<file path="config.mk">
export PLATFORM = sky130hd
export DESIGN_NAME = led_seg_output
export DESIGN_NICKNAME = d
export VERILOG_FILES = /design/src/rtl/led_seg_output_pkg.sv /design/src/rtl/led_seg_output_hex_to_seg.sv /design/src/rtl/led_seg_output.sv
export SDC_FILE = /design/constraint.sdc
export NUM_CORES = 1
export LEC_CHECK = 0
export ABC_AREA = 1
export CAP_MARGIN = 10
export CORE_MARGIN = 2
export CORE_UTILIZATION = 25
export DETAILED_ROUTE_END_ITERATION = 6
export PLACE_DENSITY_LB_ADDON = 0.25
export SKIP_LAST_GASP = 1
export SYNTH_ARGS = -nofsm -noshare
export SYNTH_HDL_FRONTEND = slang
export SYNTH_HIERARCHICAL = 1
export SYNTH_SLANG_ARGS = --single-unit
export TNS_END_PERCENT = 50
</file>
<file path="constraint.sdc">
create_clock -name clk -period 5.8 [get_ports clk]
set_clock_uncertainty 0.05 [all_clocks]
set_input_delay 0.58 -clock clk [delete_from_list [all_inputs] [get_ports clk]]
set_output_delay 0.58 -clock clk [all_outputs]
set_load 0.02 [all_outputs]
</file>
<file path="src/rtl/led_seg_output_pkg.sv">
// Shared MMIO address map and output-device decode helpers.
// Input-device and output-device register addresses live side by side here.
package led_seg_output_pkg;

    localparam logic [31:0] MMIO_SWITCH_LO_ADDR = 32'hFFFF_FFF1;
    localparam logic [31:0] MMIO_SWITCH_HI_ADDR = 32'hFFFF_FFF3;
    localparam logic [31:0] MMIO_BUTTON_ADDR    = 32'hFFFF_FFF5;

    localparam logic [31:0] MMIO_LED_ADDR       = 32'hFFFF_FFC1;
    localparam logic [31:0] MMIO_SEG_VALUE_ADDR = 32'hFFFF_FFC3;
    localparam logic [31:0] MMIO_SEG_BLANK_ADDR = 32'hFFFF_FFC5;

    localparam int unsigned NUM_DIGITS = 8;
    localparam logic [7:0]  SEG_OFF    = 8'hFF;

    typedef enum logic [1:0] {
        WR_NONE,
        WR_LED,
        WR_SEG,
        WR_BLANK
    } out_sel_t;

    function automatic out_sel_t decode_out(input logic [31:0] addr);
        out_sel_t sel;
        case (addr)
            MMIO_LED_ADDR:       sel = WR_LED;
            MMIO_SEG_VALUE_ADDR: sel = WR_SEG;
            MMIO_SEG_BLANK_ADDR: sel = WR_BLANK;
            default:             sel = WR_NONE;
        endcase
        return sel;
    endfunction

endpackage

</file>
<file path="src/rtl/led_seg_output_hex_to_seg.sv">
// Combinational hex nibble to 7-segment decoder, active-low {g,f,e,d,c,b,a}.
module hex_to_seg (
    input  logic [3:0] hex,
    output logic [6:0] seg
);

    always_comb begin
        seg = 7'h7F;
        case (hex)
            4'h0: seg = 7'h40;
            4'h1: seg = 7'h79;
            4'h2: seg = 7'h24;
            4'h3: seg = 7'h30;
            4'h4: seg = 7'h19;
            4'h5: seg = 7'h12;
            4'h6: seg = 7'h02;
            4'h7: seg = 7'h78;
            4'h8: seg = 7'h00;
            4'h9: seg = 7'h10;
            4'hA: seg = 7'h08;
            4'hB: seg = 7'h03;
            4'hC: seg = 7'h46;
            4'hD: seg = 7'h21;
            4'hE: seg = 7'h06;
            4'hF: seg = 7'h0E;
            default: seg = 7'h7F;
        endcase
    end

endmodule

</file>
<file path="src/rtl/led_seg_output.sv">
// MMIO LED bank and 8-digit multiplexed 7-segment display driver.
// Digits are scanned one at a time; each is held for SCAN_DIV clk cycles.
module led_seg_output
    import led_seg_output_pkg::*;
#(
    parameter int unsigned SCAN_DIV = 100000
) (
    input  logic        clk,
    input  logic        rst,
    input  logic        ioCtrl,
    input  logic        memWrite,
    input  logic [31:0] address,
    input  logic [31:0] writeData,
    output logic [15:0] led,
    output logic [7:0]  segEn,
    output logic [7:0]  segOut
);

    localparam int unsigned PW = $clog2(SCAN_DIV);
    localparam logic [PW-1:0] PS_LAST = PW'(SCAN_DIV - 1);

    logic [15:0]   ledReg;
    logic [31:0]   segValue;
    logic [7:0]    blankMask;
    logic [PW-1:0] prescaler;
    logic [2:0]    digitIdx;

    out_sel_t      wr_sel;
    logic [3:0]    nibble;
    logic [6:0]    seg7;
    logic [7:0]    seg_en_nxt;
    logic [7:0]    seg_out_nxt;

    always_comb begin
        wr_sel = WR_NONE;
        if (ioCtrl && memWrite) begin
            wr_sel = decode_out(address);
        end
    end

    always_ff @(posedge clk) begin
        if (!rst) begin
            ledReg    <= '0;
            segValue  <= '0;
            blankMask <= '1;
            led       <= '0;
        end else begin
            case (wr_sel)
                WR_LED:   ledReg    <= writeData[15:0];
                WR_SEG:   segValue  <= writeData;
                WR_BLANK: blankMask <= writeData[7:0];
                default:  ;
            endcase
            led <= ledReg;
        end
    end

    // Register writes never touch the scan counters, so a mid-slot update
    // only changes what the active digit shows.
    always_ff @(posedge clk) begin
        if (!rst) begin
            prescaler <= '0;
            digitIdx  <= '0;
        end else if (prescaler == PS_LAST) begin
            prescaler <= '0;
            digitIdx  <= digitIdx + 3'd1;
        end else begin
            prescaler <= prescaler + 1'b1;
        end
    end

    assign nibble = segValue[{digitIdx, 2'b00} +: 4];

    hex_to_seg u_hex_to_seg (
        .hex (nibble),
        .seg (seg7)
    );

    always_comb begin
        seg_en_nxt  = SEG_OFF;
        seg_out_nxt = SEG_OFF;
        if (!blankMask[digitIdx]) begin
            seg_en_nxt  = ~(8'b1 << digitIdx);
            seg_out_nxt = {1'b1, seg7};
        end
    end

    always_ff @(posedge clk) begin
        if (!rst) begin
            segEn  <= SEG_OFF;
            segOut <= SEG_OFF;
        end else begin
            segEn  <= seg_en_nxt;
            segOut <= seg_out_nxt;
        end
    end

endmodule

</file>
* Yosys cells after proc, flatten, opt, wreduce, memory -nomap -nowiden
Memory sizes are Yosys's and may differ from the RTL's. A register that Yosys moved wholly into a read port is not among the register bits. Cells that the tools add are included. W data, S select, Z words.
Storage, ports and cells: bits in read-only memories 112, bits in writable memories 0, latch bits 0, register bits 101, output and inout port bits 32, memories 1
Memory list:
- (name not given) | words 16, bits a word 7, read ports 1, clocked after memory_dff 1, write ports 0, RTL line led_seg_output_hex_to_seg.sv:9 | case (hex)
Cells by class: divide/modulo/power cells 0, bitwise operators 2, shift operators 2, reductions and logical operators 3, equality and inequality tests 7, $mul 0, magnitude comparators 1, $add $sub $neg 2, multiplexer cells 4
Operators with widths (number):
- $eq A32 B32 Y1 const B | 3
- $shiftx A32 B6 Y4 | 1
- $add A17 B1 Y17 const B | 1
- $eq A17 B17 Y1 const B | 1
- $not A8 Y8 | 1
- $shl A1 B3 Y8 const A | 1
- $pmux W2 S3 | 1
- $eq A2 B2 Y1 const B | 2
- $lt A3 B4 Y1 const B | 1
- $reduce_or A2 Y1 | 2
- $add A3 B1 Y3 const B | 1
- $bmux W1 S3 | 1
- $eq A2 B1 Y1 const B | 1
- $mux W2 | 1
- $logic_and A1 B1 Y1 | 1
- $mux W1 | 1
- $not A1 Y1 | 1

* Logic depth before layout (Yosys ltp)
Gate-level depths: netlist (run 1).
depth after elaboration 4, gate-level depth with buffers 16, gate-level depth less buffers 14

* Modules after synthesis
Netlist (run 1), hierarchy kept.
By module, submodules not included:
- led_seg_output | instances 1, area each 4697.0 µm², sequential area each 2142.1 µm², cells an instance 674
- hex_to_seg | instances 1, area each 274.0 µm², sequential area each 0.0 µm², cells an instance 49

* Worst setup path after synthesis (run 1)
No wires, ideal clock.
path type register -> register, from reg digitIdx[0], to reg segOut[3], setup time 119 ps, arrival time 2036 ps, period minus slack after synthesis 2205 ps, setup slack 3595 ps, stages on the path, launching flop included 14, cells stage by stage dfxtp_1 buf_2 clkbuf_1 o21ai_0 nand2_1 nor2_1 a31oi_1 inv_1 ha_1 nand2_1 nand3_1 nand2_1 inv_1 nand2_1
RTL lines:
- start: declaration | RTL line led_seg_output.sv:26 | logic [2:0] digitIdx;
- start signal: assignment | RTL line led_seg_output.sv:66 | digitIdx <= digitIdx + 3'd1;
- $shiftx A32 B6 Y4 | RTL line led_seg_output.sv:72 | assign nibble = segValue[{digitIdx, 2'b00} +: 4];
- net nibble[0] | RTL line led_seg_output.sv:29 | logic [3:0] nibble;
- end: declaration | RTL line led_seg_output.sv:16 | output logic [7:0] segOut
The timed path passes the listed nets, and every way through them passes these cells. The select of a mux whose other input is x is not followed. A chain may end at the register's enable or synchronous reset.

* Worst setup path in the final report (run 1)
Ends and elaborated chain as after synthesis.

==> results_dict.tcl, run 1 <==
set metrics [dict create \
    period_share 0.566 \
    p_clk_frac 0.438 \
    ys_seq_elements 107 \
    cp.arrival_ns 3.45 \
    ioPinCount 100 \
    min_path_cells 2 \
    synth_area_mm2 0.00497 \
    critical_path.max_stage_delay_ns 0.75 \
    insertion_delay_ns 0.36 \
    status "finished, final reports clean" \
    final_nets 884 \
    die_w_um 145 \
    cts_tree "built" \
    crit_type "flip-flop to flip-flop" \
    synth_area_leaders "dfxtp_1 (43%), nand2_1 (16%), nor2_1 (9.5%)" \
    wl_per_cell_um 10.6 \
    busiest_layer "met2" \
    p_seq_frac 0.512 \
    syn_inst 723 \
    path_buf_inv 3 \
    synthFlopType "dfxtp_1" \
    drt_wl_total_um 11300 \
    worstReg2RegStart "digitIdx[0]$_SDFFE_PN0P_" \
    final.setup.tns_ns 0 \
    fmax_ghz 0.305 \
    synth_area_leader_cell "dfxtp_1" \
    end_kind "flip-flop" \
    cpMostUsedCell "nand2_1" \
    cts_resized 0 \
    cp_max_fo 24 \
    grt_max_degree 79 \
    grt_pass1_vias 3887 \
    ff_latch_area_mm2 0.00214 \
    drc_errors 0 \
    critPathSlowestCell "dfxtp_1" \
    hold_end "led[11]$_SDFF_PN0_" \
    worstHoldPathType "flip-flop to flip-flop" \
    drive_gt1_frac 0.0509 \
    dr_total_vias 4343 \
    root_buffer "clkbuf_16" \
    synth_top_area_share 0.431 \
    post-place-ws_ns 2.53 \
    hold_viol_final 0 \
    n_fill_cell 2128 \
    ant_nets 0 \
    relSlewSlack 0.361 \
    rsz0062_at_grt "no" \
    async_reset_ff_frac 0 \
    syn_avg_cell_area_um2 6.88 \
    crit_required_ns 5.97 \
    r2r_slack_ns 2.52 \
    total_leakage_power_nw 2.97 \
    worstMarginPinSlew_ns 0.955 \
    use_met1 0.151 \
    grt_pass1_wl_um 18800 \
    clock_path_buffers 2 \
    rr_worst_depth 13 \
    gr-usage-all-layers 0.110 \
    use_met3 0.0336 \
    die-area_mm2 0.0210 \
    vdd_drop_max_v 0.000135 \
    worstSetupStartpointType "flip-flop" \
    drv_cap 0 \
    area_growth_pct 28.5 \
    synth_common_cells "nand2_1 (206), nor2_1 (126), dfxtp_1 (107)" \
    initialDrtViolationCount 238 \
    worst_slack_ns 2.52 \
    multiInputGateArea_mm2 0.00224 \
    internal_power_w 0.00112 \
    antenna_found_initial 0 \
    synth.net_count 805 \
    gp_congestion 0.767 \
    hpwlAfterDp_um 8150 \
    portBuffers 98 \
    power_density_mw_per_mm2 225 \
    numCtsBuffers 9 \
    path_cells "inv_1 > a21oi_1 > o21ai_0 > nand2_1 > nor2_1 > a31oi_1 > inv_1 > nand2_1 > nand2_1 > nand2_1 > nand2_1 > inv_1 > nand2_1" \
    setup_viol_count_final 0 \
    p_sw_w 0.000321 \
    overflow 0 \
    synth_cell_types 34 \
    viasPerCell 4.06 \
    yosysSeqAreaShare 0.431 \
    path_delay_family "compound AO/OA/AOI/OAI gates" \
    switching_share 0.223 \
    hp-start "ledReg[11]$_SDFFE_PN0N_" \
    synth_edf_count 0 \
    yosys_warnings 6 \
    dr.pass1.iters 4 \
    start_util 0.255 \
    clock_sinks 107 \
    timing.rr.end "segOut[3]$_SDFF_PP1_" \
    die_h_um 145 \
    htree_levels 3 \
    timing.final.crit_period_ns 3.28 \
    floorplan.rows 51 \
    use_met2 0.160 \
    clkTransAtPathRegs_ns 0.07 \
    yosysMostFrequentCell "nand2_1" \
    fp.coreArea_mm2 0.0195 \
    cts_hold_buf 0 \
    crit_cells 13 \
    cts_setup_buffers 0 \
    antenna_cells 0 \
    drv_slew 0 \
    p_comb_frac 0.050 \
]
[metal layers]
metal  vias up  wire length [µm]
li1       2349                 -
met4         0               177
met3        12               674
met5         -                 0
met1      1882              5680
met2       100              4800
[registers in the layout, summed over array words and instances (netlist names)]
register / flops
segValue: 32
prescaler: 17
ledReg: 16
led: 16
blankMask: 8
segEn: 8
segOut: 7
digitIdx: 3
[cells in the final DEF, fill, tap and decap left out, types with 2 or more instances in the layout]
master,Yosys,final
a21oi_1,26,26
a31oi_1,4,4
clkbuf_16,0,9
clkdlybuf4s50_1,0,97
dfxtp_1,107,107
ha_1,14,14
inv_1,100,100
inv_2,3,3
inv_6,0,2
nand2_1,206,206
nand2_2,2,2
nand3_1,41,41
nand3_2,2,2
nand3_4,3,3
nand4_1,10,10
nor2_1,126,126
nor2_2,6,6
nor2_4,2,2
nor3_1,3,3
o21ai_0,20,20
or2_0,2,2
xor2_1,5,5
[stage by stage]
step | cell area (µm²) | hold slack (ns) | util | cells | power (W)
6_report | 6390 | 0.376 | 0.328 | 1071 | 0.00144
5_1_grt | 6390 | 0.403 | 0.328 | 1071 | 0.00149
4_1_cts | 6390 | 0.379 | 0.328 | 1071 | 0.00147
3_5_place_dp | 6090 | 0.367 | 0.313 | 1056 | 0.000827
3_3_place_gp | 6090 | 0.367 | 0.313 | 1056 | 0.000827
2_1_floorplan | 4970 | 0.357 | - | 723 | 0.000774
[worst reg2reg max path: cells and delay by family (launching register included)]
kind	cells	cell delay (ns)
AO/OA/AOI/OAI	3	1.07
buffers and inverters	3	0.82
flip-flops	1	0.75
AND/OR/NAND/NOR	7	0.48
[final cells by class]
type	instances	share of cell area
multi-input cells	481	0.351
inverters	104	0.0611
clock inverters	6	0.0114
clock buffers	9	0.0352
well taps	265	0.0519
flip-flops and latches	107	0.335
repair buffers	99	0.154
[power groups by stage]
stage | Sequential [W] | Combinational, W | Clock [W]
global route | 0.000737 | 0.0000782 | 0.000678
global placement | 0.000754 | 0.0000728 | 0
finish | 0.000737 | 0.0000718 | 0.000630
detailed placement | 0.000754 | 0.0000730 | 0
floorplan | 0.000754 | 0.0000204 | 0
CTS | 0.000737 | 0.0000734 | 0.000657
[worst max-delay path by stage]
| stage | from | to | slack [ns] |
|---|---|---|---|
| floorplan | digitIdx[0]$_SDFFE_PN0P_ | segOut[3]$_SDFF_PP1_ | 3.59 |
| CTS | digitIdx[0]$_SDFFE_PN0P_ | segOut[3]$_SDFF_PP1_ | 2.51 |
| global route | digitIdx[0]$_SDFFE_PN0P_ | segOut[3]$_SDFF_PP1_ | 1.98 |
| detailed placement | digitIdx[0]$_SDFFE_PN0P_ | segOut[3]$_SDFF_PP1_ | 2.53 |
| finish | digitIdx[0]$_SDFFE_PN0P_ | segOut[3]$_SDFF_PP1_ | 2.52 |
| global placement | digitIdx[0]$_SDFFE_PN0P_ | segOut[3]$_SDFF_PP1_ | 2.68 |
[cell families after synthesis]
group           Yosys count  synth area share
other cells               1          0.000754
fa+ha+maj                14            0.0352
buf+inv                 135             0.118
xor+xnor                  6            0.0106
compound gates           53            0.0559
simple gates            407             0.349
flops                   107             0.431
No activity file was read; power rests on OpenSTA's default activity.
==> run 2, diff against run 1 <==
clock period = 2.6 ns   (was 5.8 ns; I/O delays follow)
==> run 2 against run 1 <==
Total power is 120% higher. Core utilization is 0.46 points higher. Critical path depth stayed put. Global-route usage hardly changed. Wire length is 1.9% lower.
==> results_dict.tcl, run 2 (synthesis results as in run 1) <==
set metrics [dict create \
    status "finished, final reports clean" \
    cts_resized 0 \
    die_w_um 145 \
    rr_worst_depth 13 \
    total_leakage_power_nw 3.02 \
    dr_total_vias 4280 \
    clock_path_buffers 2 \
    viasPerCell 3.96 \
    drc_errors 0 \
    timing.final.crit_period_ns 2.06 \
    root_buffer "clkbuf_16" \
    p_comb_frac 0.051 \
    drv_cap 0 \
    overflow 0 \
    worstMarginPinSlew_ns 0.762 \
    gp_congestion 0.785 \
    timing.rr.end "segOut[3]$_SDFF_PP1_" \
    htree_levels 3 \
    worstSetupStartpointType "flip-flop" \
    final_common_cell "nand2_1" \
    period_share 0.792 \
    start_util 0.255 \
    largest_reg_flops 32 \
    initialDrtViolationCount 196 \
    drive_gt1_frac 0.0624 \
    worstReg2RegStart "digitIdx[0]$_SDFFE_PN0P_" \
    setup_viol_count_final 0 \
    switching_share 0.235 \
    cpMostUsedCell "nand2_1" \
    p_clk_frac 0.430 \
    crit_type "flip-flop to flip-flop" \
    power_density_mw_per_mm2 488 \
    vdd_drop_max_v 0.000306 \
    cp_max_fo 22 \
    cp.arrival_ns 2.23 \
    cts_setup_buffers 0 \
    p_total_w 0.00316 \
    ant_nets 0 \
    fp.coreArea_mm2 0.0195 \
    dr.pass1.iters 4 \
    multiInputGateArea_mm2 0.00224 \
    numCtsBuffers 9 \
    grt_pass1_wl_um 19000 \
    final.setup.tns_ns 0 \
    die-area_mm2 0.0210 \
    ioPinCount 100 \
    min_path_cells 3 \
    critPathSlowestCell "ha_1" \
    n_fill_cell 2159 \
    worstHoldPathType "input pin to flip-flop" \
    drt_wl_total_um 11100 \
    largestRegisters "segValue (32), prescaler (17)" \
    rsz0062_at_grt "no" \
    ff_latch_area_mm2 0.00214 \
    fmax_ghz 0.486 \
    end_kind "flip-flop" \
    final_nets 894 \
    r2r_slack_ns 0.54 \
    cts_tree "built" \
    crit_required_ns 2.77 \
    p_seq_frac 0.519 \
    internal_power_w 0.00242 \
    layout_common_cells "nand2_1 (206), nor2_1 (126), dfxtp_1 (107)" \
    critical_path.max_stage_delay_ns 0.32 \
    hold_viol_final 0 \
    antenna_found_initial 0 \
    hp-start "rst" \
    drv_slew 0 \
    gr-usage-all-layers 0.109 \
    hpwlAfterDp_um 8070 \
    p_sw_w 0.000744 \
    floorplan.rows 51 \
    grt_pass1_vias 4010 \
    cts_hold_buf 0 \
    clkTransAtPathRegs_ns 0.07 \
    area_growth_pct 30.4 \
    path_cells "buf_4 > a21oi_1 > o21ai_0 > nand2_1 > nor2_1 > a31oi_1 > inv_1 > ha_1 > nand2_1 > nand3_1 > nand2_1 > inv_1 > nand2_1" \
    relSlewSlack 0.492 \
    regMostFlops "segValue" \
    hold_end "digitIdx[2]$_SDFFE_PN0P_" \
    clock_sinks 107 \
    antenna_cells 0 \
    insertion_delay_ns 0.36 \
    portBuffers 98 \
    wl_per_cell_um 10.3 \
    grt_max_degree 75 \
    die_h_um 145 \
]
run 2: cell types whose count changed in the layout (fill, tap and decap cells not counted), sizes merged:
cell	delta
clkbuf	+1
clkinv	+1
buf	+10
bufinv	-1
inv	-1
clkinvlp	+1
run 2: area by class of cell:
class                      count  area share
clock buffer                  10      0.0353
clock inverter                 6      0.0110
inverter                     104      0.0602
multi-input combinational    481       0.346
sequential                   107       0.331
tap                          265      0.0512
timing repair buffer         109       0.165
run 2: power groups by stage:
stage	clock, W	sequential, W	combinational [W]
floorplan	0	0.00168	0.0000455
global placement	0	0.00168	0.000163
detailed placement	0	0.00168	0.000163
CTS	0.00142	0.00164	0.000163
global route	0.00149	0.00164	0.000173
finish	0.00136	0.00164	0.000160
run 2: how the worst max path moves through the flow:
stage                                   from                   endpoint  slack, ns  depth (start not counted)
floorplan           digitIdx[0]$_SDFFE_PN0P_       segOut[3]$_SDFF_PP1_       0.39                         13
global placement                 address[12]  segValue[22]$_SDFFE_PN0N_       0.48                          9
detailed placement               address[28]    ledReg[13]$_SDFFE_PN0N_       0.49                          9
CTS                 digitIdx[0]$_SDFFE_PN0P_       segOut[3]$_SDFF_PP1_       0.54                         13
global route        digitIdx[0]$_SDFFE_PN0P_       segOut[3]$_SDFF_PP1_       0.16                         13
finish              digitIdx[0]$_SDFFE_PN0P_       segOut[3]$_SDFF_PP1_       0.54                         13
run 2: stage by stage:
| step | util | hold slack [ns] | area (µm²) | setup WS (ns) | instances |
|---|---|---|---|---|---|
| 3_5_place_dp | 0.318 | 0.371 | 6180 | 0.487 | 1066 |
| 3_3_place_gp | 0.318 | 0.365 | 6180 | 0.481 | 1066 |
| 2_1_floorplan | - | 0.345 | 4970 | 0.395 | 723 |
| 4_1_cts | 0.333 | 0.120 | 6480 | 0.537 | 1082 |
| 6_report | 0.333 | 0.141 | 6480 | 0.541 | 1082 |
| 5_1_grt | 0.333 | 0.163 | 6480 | 0.159 | 1082 |
run 2: critical path: cells and delay by family, from the launching register on:
kind            cells  cell delay (ns)
fa+ha+maj           1             0.32
compound gates      3             0.49
simple gates        6             0.35
flops               1             0.31
buf+inv             3             0.41
run 2: metal layers:
metal / wire, µm / vias up / GRT usage
met5: 0 / - / 0
met1: 5710 / 1818 / 0.147
li1: - / 2363 / -
met4: 114 / 0 / 0.0386
met3: 642 / 8 / 0.0330
met2: 4650 / 91 / 0.166
==> run 3, diff against run 2 <==
clock period = 1.9 ns   (was 2.6 ns; I/O delays follow)
==> run 3 against run 2 <==
Wire length is 9.8% higher. Sequential share of layout area shrank 1.9 points. First-iteration DRC count up 23%. Worst hold slack gained 0.036 ns. Combinational power rose by 41%. Clock power rose by 39%. Global-route usage grew 0.69 points. Cell count grew 2.1%. Total power rose by 38%.
==> results_dict.tcl, run 3 (synthesis results as in run 1) <==
set metrics [dict create \
    die_w_um 145 \
    grt_pass1_vias 4088 \
    drv_slew 0 \
    p_total_w 0.00437 \
    final_common_cell "nand2_1" \
    drive_gt1_frac 0.129 \
    root_buffer "clkbuf_16" \
    vdd_drop_max_v 0.000339 \
    crit_required_ns 2.10 \
    drv_cap 0 \
    use_met2 0.184 \
    die-area_mm2 0.0210 \
    antenna_cells 0 \
    finish.utilization 0.355 \
    post-place-ws_ns 0.00651 \
    gp_congestion 0.772 \
    total_leakage_power_nw 3.19 \
    status "finished, final reports clean" \
    clock_sinks 107 \
    timing.final.crit_period_ns 1.87 \
    fmax_ghz 0.534 \
    dr_total_vias 4430 \
    final_nets 917 \
    use_met1 0.151 \
    htree_levels 3 \
    insertion_delay_ns 0.36 \
    drt_wl_total_um 12200 \
    largestRegisters "segValue (32), prescaler (17)" \
    portBuffers 98 \
    die_h_um 145 \
    layout_common_cells "nand2_1 (201), nor2_1 (125), dfxtp_1 (105)" \
    min_path_cells 3 \
    worstSetupStartpointType "flip-flop" \
    r2r_slack_ns 0.03 \
    drc_errors 0 \
    hp-start "rst" \
    overflow 0 \
    end_kind "flip-flop" \
    area_growth_pct 39.0 \
    initialDrtViolationCount 241 \
    wl_per_cell_um 11.0 \
    period_share 0.986 \
    clock_path_buffers 2 \
    n_fill_cell 2087 \
    dr.pass1.iters 4 \
    largest_reg_flops 32 \
    grt_max_degree 47 \
    hpwlAfterDp_um 8640 \
    regMostFlops "segValue" \
    start_util 0.255 \
    grt_pass1_wl_um 19800 \
    cp_max_fo 7 \
    worstReg2RegStart "digitIdx[0]$_SDFFE_PN0P_" \
    rsz0062_at_grt "yes" \
    p_seq_frac 0.514 \
    internal_power_w 0.00332 \
    clkTransAtPathRegs_ns 0.08 \
    hold_end "digitIdx[2]$_SDFFE_PN0P_" \
    rr_worst_depth 14 \
    antenna_found_initial 0 \
    ioPinCount 100 \
    busiest_layer "met2" \
    hold_viol_final 0 \
    viasPerCell 4.01 \
    gr-usage-all-layers 0.116 \
    crit_type "flip-flop to flip-flop" \
    floorplan.rows 51 \
    setup_viol_count_final 0 \
    p_comb_frac 0.052 \
    ant_nets 0 \
    switching_share 0.240 \
    p_sw_w 0.00105 \
    worstHoldPathType "input pin to flip-flop" \
    dpl_cell_area_mm2 0.00635 \
    timing.rr.end "segOut[3]$_SDFF_PP1_" \
    ff_latch_area_mm2 0.00215 \
    fp.coreArea_mm2 0.0195 \
    finalInstanceArea_mm2 0.00691 \
    multiInputGateArea_mm2 0.00239 \
    cp.arrival_ns 2.07 \
    power_density_mw_per_mm2 632 \
    cts_tree "built" \
    use_met3 0.0346 \
    numCtsBuffers 9 \
    p_clk_frac 0.434 \
    worst_slack_ns 0.0270 \
]
-- run 3: cell count changes in the layout (fill, tap and decap cells not counted), sizes merged --
cell | before | now
clkinvlp | 1 | 0
buf | 12 | 33
clkdlybuf4s15 | 0 | 1
inv | 105 | 107
-- run 3: what timing repair did --
item,4_1_cts,5_1_grt
endpoints found under the setup margin,1,7
gates cloned,0,2
pin swaps,0,14
hold buffers,0,0
gates resized for setup,0,49
buffers inserted,3,6
-- run 3: layer usage --
| layer | routed length (µm) | vias up | part of all wire |
|---|---|---|---|
| met3 | 583 | 13 | 0.048 |
| li1 | - | 2402 | - |
| met2 | 5520 | 88 | 0.45 |
| met4 | 186 | 0 | 0.015 |
| met1 | 5920 | 1927 | 0.49 |
| met5 | 0 | - | 0 |
-- run 3: critical path, cell delays in order (launching register included) --
cell and delay [ns]:
dfxtp_4 0.39, buf_12 0.14, a21oi_2 0.11, o21ai_1 0.07, nand2_1 0.07, nor2_1 0.04
a31oi_2 0.20, inv_2 0.14, ha_2 0.21, nand2_1 0.09, nand2_1 0.06, nand2_1 0.05
nand2_1 0.05, inv_1 0.04, nand2_1 0.04
-- run 3: worst max path at each step --
stage | start | slack, ns | cells after the start | to
3_3_place_gp | digitIdx[0]$_SDFFE_PN0P_ | 0.04 | 13 | segOut[3]$_SDFF_PP1_
5_1_grt | digitIdx[0]$_SDFFE_PN0P_ | -0.11 | 14 | segOut[3]$_SDFF_PP1_
2_1_floorplan | digitIdx[0]$_SDFFE_PN0P_ | -0.01 | 12 | segOut[3]$_SDFF_PP1_
6_report | digitIdx[0]$_SDFFE_PN0P_ | 0.03 | 14 | segOut[3]$_SDFF_PP1_
4_1_cts | digitIdx[0]$_SDFFE_PN0P_ | 0.02 | 14 | segOut[5]$_SDFF_PP1_
3_5_place_dp | digitIdx[0]$_SDFFE_PN0P_ | 0.007 | 13 | segOut[3]$_SDFF_PP1_
-- run 3: area by class of cell --
class / count / area share
inverter: 104 / 0.0583
sequential: 107 / 0.311
clock inverter: 7 / 0.0114
clock buffer: 9 / 0.0326
timing repair buffer: 132 / 0.192
multi-input combinational: 481 / 0.347
tap: 265 / 0.0480
-- run 3: power by group through the flow --
stage	Sequential, W	Combinational (W)	Clock [W]
after floorplan	0.00230	0.0000623	0
after global placement	0.00230	0.000230	0
after detailed placement	0.00230	0.000228	0
after CTS	0.00225	0.000230	0.00200
after global routing	0.00225	0.000246	0.00207
final	0.00225	0.000226	0.00189
-- run 3: per-stage QoR --
stage,TNS [ns],hold WS (ns),instances
final,0,0.177,1105
after global routing,-0.495,0.182,1105
after CTS,0,0.162,1097
after detailed placement,0,0.367,1078
after global placement,0,0.370,1078
after floorplan,-0.0250,0.275,723
